## config.mk

```make
export PLATFORM = sky130hd
export DESIGN_NAME = eu_xbuf_mc
export DESIGN_NICKNAME = d
export VERILOG_FILES = /design/src/rtl/eu_xbuf_mc.sv
export SDC_FILE = /design/constraint.sdc
export NUM_CORES = 1
export LEC_CHECK = 0
export CAP_MARGIN = 20
export CORE_MARGIN = 8
export CORE_UTILIZATION = 45
export CTS_BUF_LIST = sky130_fd_sc_hd__clkbuf_2
export DETAILED_ROUTE_END_ITERATION = 10
export PLACE_DENSITY = 0.77
export SYNTH_ARGS = -nofsm -noshare
export SYNTH_HDL_FRONTEND = slang
export SYNTH_SLANG_ARGS = --single-unit
```

## constraint.sdc

```tcl
create_clock -name clk -period 4.74 [get_ports clk]
set_clock_uncertainty 0.2 [all_clocks]
set_input_delay 0.948 -clock clk [delete_from_list [all_inputs] [get_ports clk]]
set_output_delay 0.948 -clock clk [all_outputs]
set_load 0.01 [all_outputs]
```

## src/rtl/eu_xbuf_mc.sv

```systemverilog
// eu_xbuf_mc: multi-channel associative exchange buffer with per-entry read budgets
module eu_xbuf_mc #(
    parameter int NUM_IDX_BITS = 2,
    parameter int NUM_IN_CH    = 2,
    parameter int NUM_RD_PORTS = 2,
    parameter int ADDR_WIDTH   = 8,
    parameter int DATA_WIDTH   = 16,
    parameter int CNT_WIDTH    = 2
) (
    input  logic                               clk,
    input  logic                               reset,
    input  logic [NUM_IN_CH-1:0]               in_valid,
    input  logic [NUM_IN_CH*ADDR_WIDTH-1:0]    in_addr,
    input  logic [NUM_IN_CH*DATA_WIDTH-1:0]    in_data,
    input  logic [NUM_IN_CH*CNT_WIDTH-1:0]     in_rd_cnt,
    output logic [NUM_IN_CH-1:0]               in_ready,
    input  logic [NUM_RD_PORTS-1:0]            rd_req,
    input  logic [NUM_RD_PORTS*ADDR_WIDTH-1:0] rd_addr,
    output logic [NUM_RD_PORTS*DATA_WIDTH-1:0] rd_data,
    output logic [NUM_RD_PORTS-1:0]            rd_hit,
    output logic [NUM_IDX_BITS:0]              occupancy,
    output logic                               full,
    output logic                               empty
);
    localparam int DEPTH = 1 << NUM_IDX_BITS;
    localparam int PW    = NUM_IN_CH > 1 ? $clog2(NUM_IN_CH) : 1;
    localparam int HW    = $clog2(NUM_RD_PORTS + 1);

    logic [DEPTH-1:0]        ent_valid;
    logic [ADDR_WIDTH-1:0]   ent_addr [DEPTH];
    logic [DATA_WIDTH-1:0]   ent_data [DEPTH];
    logic [CNT_WIDTH-1:0]    ent_rem  [DEPTH];
    logic [PW-1:0]           rr_ptr;
    logic [NUM_IN_CH-1:0]    elig;
    logic                    gnt_any;
    logic [PW-1:0]           gnt_idx;
    logic [ADDR_WIDTH-1:0]   wr_addr;
    logic [DATA_WIDTH-1:0]   wr_data;
    logic [CNT_WIDTH-1:0]    wr_rem;
    logic [NUM_IDX_BITS-1:0] free_idx;
    logic [HW-1:0]           hit_cnt [DEPTH];
    logic [DEPTH-1:0]        ent_free;
    logic [NUM_IDX_BITS:0]   free_cnt;
    logic [NUM_RD_PORTS-1:0] port_hit;
    logic [DATA_WIDTH-1:0]   port_data [NUM_RD_PORTS];

    // occupancy never exceeds DEPTH, so its MSB alone marks full
    assign full  = occupancy[NUM_IDX_BITS];
    assign empty = ~|occupancy;

    always_comb begin
        elig = '0;
        for (int c = 0; c < NUM_IN_CH; c++) begin
            elig[c] = in_valid[c] && !full;
            for (int e = 0; e < DEPTH; e++)
                if (ent_valid[e] && ent_addr[e] == in_addr[c*ADDR_WIDTH +: ADDR_WIDTH]) elig[c] = 1'b0;
        end
        gnt_any = 1'b0;
        gnt_idx = '0;
        for (int c = 0; c < NUM_IN_CH; c++)
            if (!gnt_any && elig[c] && c >= int'(rr_ptr)) begin
                gnt_any = 1'b1;
                gnt_idx = PW'(c);
            end
        for (int c = 0; c < NUM_IN_CH; c++)
            if (!gnt_any && elig[c]) begin
                gnt_any = 1'b1;
                gnt_idx = PW'(c);
            end
        in_ready = '0;
        wr_addr  = '0;
        wr_data  = '0;
        wr_rem   = '0;
        for (int c = 0; c < NUM_IN_CH; c++)
            if (gnt_any && gnt_idx == PW'(c)) begin
                in_ready[c] = 1'b1;
                wr_addr = in_addr[c*ADDR_WIDTH +: ADDR_WIDTH];
                wr_data = in_data[c*DATA_WIDTH +: DATA_WIDTH];
                wr_rem  = in_rd_cnt[c*CNT_WIDTH +: CNT_WIDTH] == '0 ? CNT_WIDTH'(1) : in_rd_cnt[c*CNT_WIDTH +: CNT_WIDTH];
            end
        free_idx = '0;
        for (int e = DEPTH - 1; e >= 0; e--)
            if (!ent_valid[e]) free_idx = NUM_IDX_BITS'(e);
        port_hit = '0;
        for (int p = 0; p < NUM_RD_PORTS; p++) port_data[p] = '0;
        for (int e = 0; e < DEPTH; e++) hit_cnt[e] = '0;
        for (int p = 0; p < NUM_RD_PORTS; p++)
            for (int e = 0; e < DEPTH; e++)
                if (rd_req[p] && ent_valid[e] && ent_addr[e] == rd_addr[p*ADDR_WIDTH +: ADDR_WIDTH]) begin
                    port_hit[p]  = 1'b1;
                    port_data[p] = ent_data[e];
                    hit_cnt[e]   = hit_cnt[e] + 1'b1;
                end
        ent_free = '0;
        free_cnt = '0;
        for (int e = 0; e < DEPTH; e++) begin
            ent_free[e] = hit_cnt[e] != '0 && int'(hit_cnt[e]) >= int'(ent_rem[e]);
            free_cnt = free_cnt + {{NUM_IDX_BITS{1'b0}}, ent_free[e]};
        end
    end

    always_ff @(posedge clk or posedge reset) begin
        if (reset) begin
            ent_valid <= '0;
            rr_ptr    <= '0;
            occupancy <= '0;
            rd_hit    <= '0;
            rd_data   <= '0;
            for (int e = 0; e < DEPTH; e++) begin
                ent_addr[e] <= '0;
                ent_data[e] <= '0;
                ent_rem[e]  <= '0;
            end
        end else begin
            rd_hit <= port_hit;
            for (int p = 0; p < NUM_RD_PORTS; p++)
                if (port_hit[p]) rd_data[p*DATA_WIDTH +: DATA_WIDTH] <= port_data[p];
            for (int e = 0; e < DEPTH; e++)
                if (ent_free[e]) ent_valid[e] <= 1'b0;
                else if (hit_cnt[e] != '0) ent_rem[e] <= ent_rem[e] - CNT_WIDTH'(hit_cnt[e]);
            if (gnt_any) begin
                ent_valid[free_idx] <= 1'b1;
                ent_addr[free_idx]  <= wr_addr;
                ent_data[free_idx]  <= wr_data;
                ent_rem[free_idx]   <= wr_rem;
                rr_ptr <= gnt_idx == PW'(NUM_IN_CH - 1) ? '0 : gnt_idx + 1'b1;
            end
            occupancy <= occupancy + {{NUM_IDX_BITS{1'b0}}, gnt_any} - free_cnt;
        end
    end
endmodule

```

==> impl_metrics.json <==
{
  "status": "complete, no violations",
  "cts_setup_buffers": 0,
  "path_cells": "clkdlybuf4s50_1 -> xnor2_1 -> nand4_1 -> nor3_1 -> or3_1 -> a311oi_4 -> buf_4 -> clkdlybuf4s50_1",
  "max_freq_ghz": 0.216,
  "synth-async-reset-ratio": 1.00,
  "synth-compound-area-share": 0.203,
  "slowest_delay_ns": 0.63,
  "worst_slew_pin_slew_ns": 1.04,
  "use_met1": 0.270,
  "r2r_slack_ns": 0.47,
  "drt_iter0_drc": 771,
  "endpoint_kind": "output port",
  "seq_area_sq_mm": 0.00365,
  "clkSlewWorstSetupHoldPaths_ns": 0.22,
  "synth.most_common_cell": "dfrtp_1",
  "drtAntennaViolNets": 0,
  "maxCapViolCount": 0,
  "grt_pass1_vias": 7558,
  "fin_area_sq_mm": 0.0109,
  "track_usage": 0.210,
  "grt_util_met2": 0.338,
  "worstSetupPathType": "in -> out",
  "synth_top_area_share": 0.397,
  "worst_path_most_repeated_cell": "clkdlybuf4s50_1",
  "rsz0062_at_grt": "no",
  "die_x_microns": 159,
  "synth_top_cells_by_count": "146 x dfrtp_1, 91 x xnor2_1, 72 x a21oi_1",
  "hold_slack_ns": 0.332,
  "final_util": 0.542,
  "drc": 0,
  "vdd_drop_max_mv": 0.222,
  "clkSinkCount": 146,
  "netlist_area_sq_mm": 0.00920,
  "clk_latency_ns": 0.75,
  "cts_tree": "built",
  "cts_buffer_depth": 2,
  "min_period_ns": 4.63,
  "synthSimpleGateAreaFrac": 0.0910,
  "synth_top_flop_cell": "dfrtp_1",
  "synthCells": 960,
  "synth_mux_area_frac": 0.0522,
  "ys_seq_area_frac": 0.397,
  "grt-ovfl-total": 0,
  "max-slew-margin-rel": 0.308,
  "hold_viol": 0,
  "worstPathArrival_ns": 3.48,
  "avgViaCountPerCell": 5.72,
  "min_path_type": "reg -> reg",
  "drive_above_1_share": 0.132,
  "dp_cells": 1301,
  "antenna_found_initial": 1,
  "syn_avg_cell_area_sq_um": 9.58,
  "io_buffers": 114,
  "vias": 7630,
  "post-route-period-util": 0.977,
  "yosys.cell_types.count": 47,
  "grt_pass1_wl_microns": 42500,
  "synth_edf_count": 0,
  "synth-xor-area-share": 0.125,
  "gr-max-usage-layer": "met2",
  "setup_violations": 0,
  "ys_warn_count": 0,
  "pin_count": 115,
  "ctsHtreeMaxLevel": 4,
  "root_buffer": "clkbuf_2",
  "p_per_area_mw_per_mm2": 523,
  "wl_microns": 26800,
  "crit_required_ns": 3.59,
  "synthToLayoutAreaGrowth_pct": 18.9,
  "fillers": 1782,
  "p_leak_nw": 4.41,
  "synth-seq-cells": 146,
  "synth_top_area_cell": "dfrtp_1",
  "final-max-slew-violation-count": 0,
  "grt_max_degree": 71,
  "core.rowCount": 52,
  "gp_congestion": 0.943,
  "dr.pass1.iters": 8,
  "place_area_sq_mm": 0.0107,
  "initial_utilization": 0.456,
  "core_area_sq_mm": 0.0202,
  "multi_input_comb_area_sq_mm": 0.00476,
  "ctsResizeCount": 0,
  "crit_path_max_fanout": 5,
  "synthAdderAreaFrac": 0.0397,
  "use_met3": 0.0514,
  "cts_made_buffers": 17,
  "die_area_sq_mm": 0.0253,
  "synth_top_family_by_area": "compound AO/OA/AOI/OAI gates",
  "syn_nets": 1059,
  "ctsHoldBuffers": 0,
  "dieHeight_microns": 159,
  "start_kind": "input pin",
  "layout.cells.non_filler": 1335,
  "avgRoutedWirePerCell_microns": 20.1,
  "final_nets": 1150,
  "hpwl_microns": 19200,
  "worst_path_max_delay_cell": "clkdlybuf4s50_1",
  "synthTopCellsByArea": "dfrtp_1 40%, xnor2_1 8.7%, mux2i_1 5.2%"
}
## path summary, 6_finish.rpt
kind | start | to | cells past startpoint
min in group asynchronous | reset | ent_data[49]$_DFFE_PP0P_ | 2
setup / recovery | in_addr[0] | in_ready[0] | 8
max in group asynchronous | reset | ent_data[47]$_DFFE_PP0P_ | 3
hold reg to reg | rd_data[28]$_DFFE_PP0P_ | rd_data[28]$_DFFE_PP0P_ | 2
setup reg to reg | ent_addr[6]$_DFFE_PP0P_ | occupancy[2]$_DFF_PP0_ | 16
hold / removal | rd_data[28]$_DFFE_PP0P_ | rd_data[28]$_DFFE_PP0P_ | 2
## kinds of logic after synthesis
logic type / Yosys count
AND/OR/NAND/NOR: 160
multiplexers: 48
buffers and inverters: 176
adder cells (fa/ha/maj): 25
AO/OA/AOI/OAI: 274
XOR/XNOR: 131
flip-flops: 146
## metrics by stage
stage	power, mW	TNS (ns)	setup WS, ns
floorplan	4.12	0	0.0299
global placement	4.84	-0.683	-0.351
detailed placement	4.94	-0.763	-0.391
CTS	5.71	0	0.107
global route	6.09	0	0.0136
finish	5.72	0	0.110
## routing by layer
layer	vias to the layer above	wire length [microns]
met1	3732	11400
met3	46	2060
met5	-	0
li1	3508	-
met4	0	620
met2	344	12800
## power by group
group / switching [mW] / internal [mW] / leakage (nW)
Combinational: 1.38 / 1.17 / 2.39
Clock: 0.513 / 0.261 / 0.154
Sequential: 0.631 / 1.76 / 1.87
## layout by cell type (no fill, tap or decap), types with 13 or more instances in the layout
master	netlist	final
xor2_1	40	40
a21oi_1	72	71
clkdlybuf4s50_1	0	114
nand4_1	13	13
o21ai_0	70	70
ha_1	18	17
nor2_1	37	37
dfrtp_1	146	146
o31ai_1	33	33
inv_1	67	66
buf_4	23	63
xnor2_1	91	91
a22oi_2	19	19
mux2i_1	48	48
nand3_1	35	35
clkbuf_2	0	17
a22oi_1	45	45
nand2_1	25	25
nor3_1	17	14
## area by class of cell
cell class,count,share of cell area
Antenna cell,1,0.000229
Multi-Input combinational cell,638,0.435
Tap cell,270,0.0309
Inverter,68,0.0239
Clock buffer,17,0.00778
Timing Repair Buffer,180,0.153
Sequential cell,146,0.334
Clock inverter,15,0.0157
## critical path, delay by kind of cell
family / cells / cell delay (ns)
buffers and inverters: 3 / 1.39
XOR/XNOR: 1 / 0.22
AO/OA/AOI/OAI: 1 / 0.31
AND/OR/NAND/NOR: 3 / 0.62
## registers in the layout, indices dropped and copies added (netlist names)
name       count
ent_rem        8
ent_addr      32
rr_ptr         1
rd_hit         2
rd_data       32
ent_data      64
occupancy      3
ent_valid      4
(Power assumes the default switching activity.)
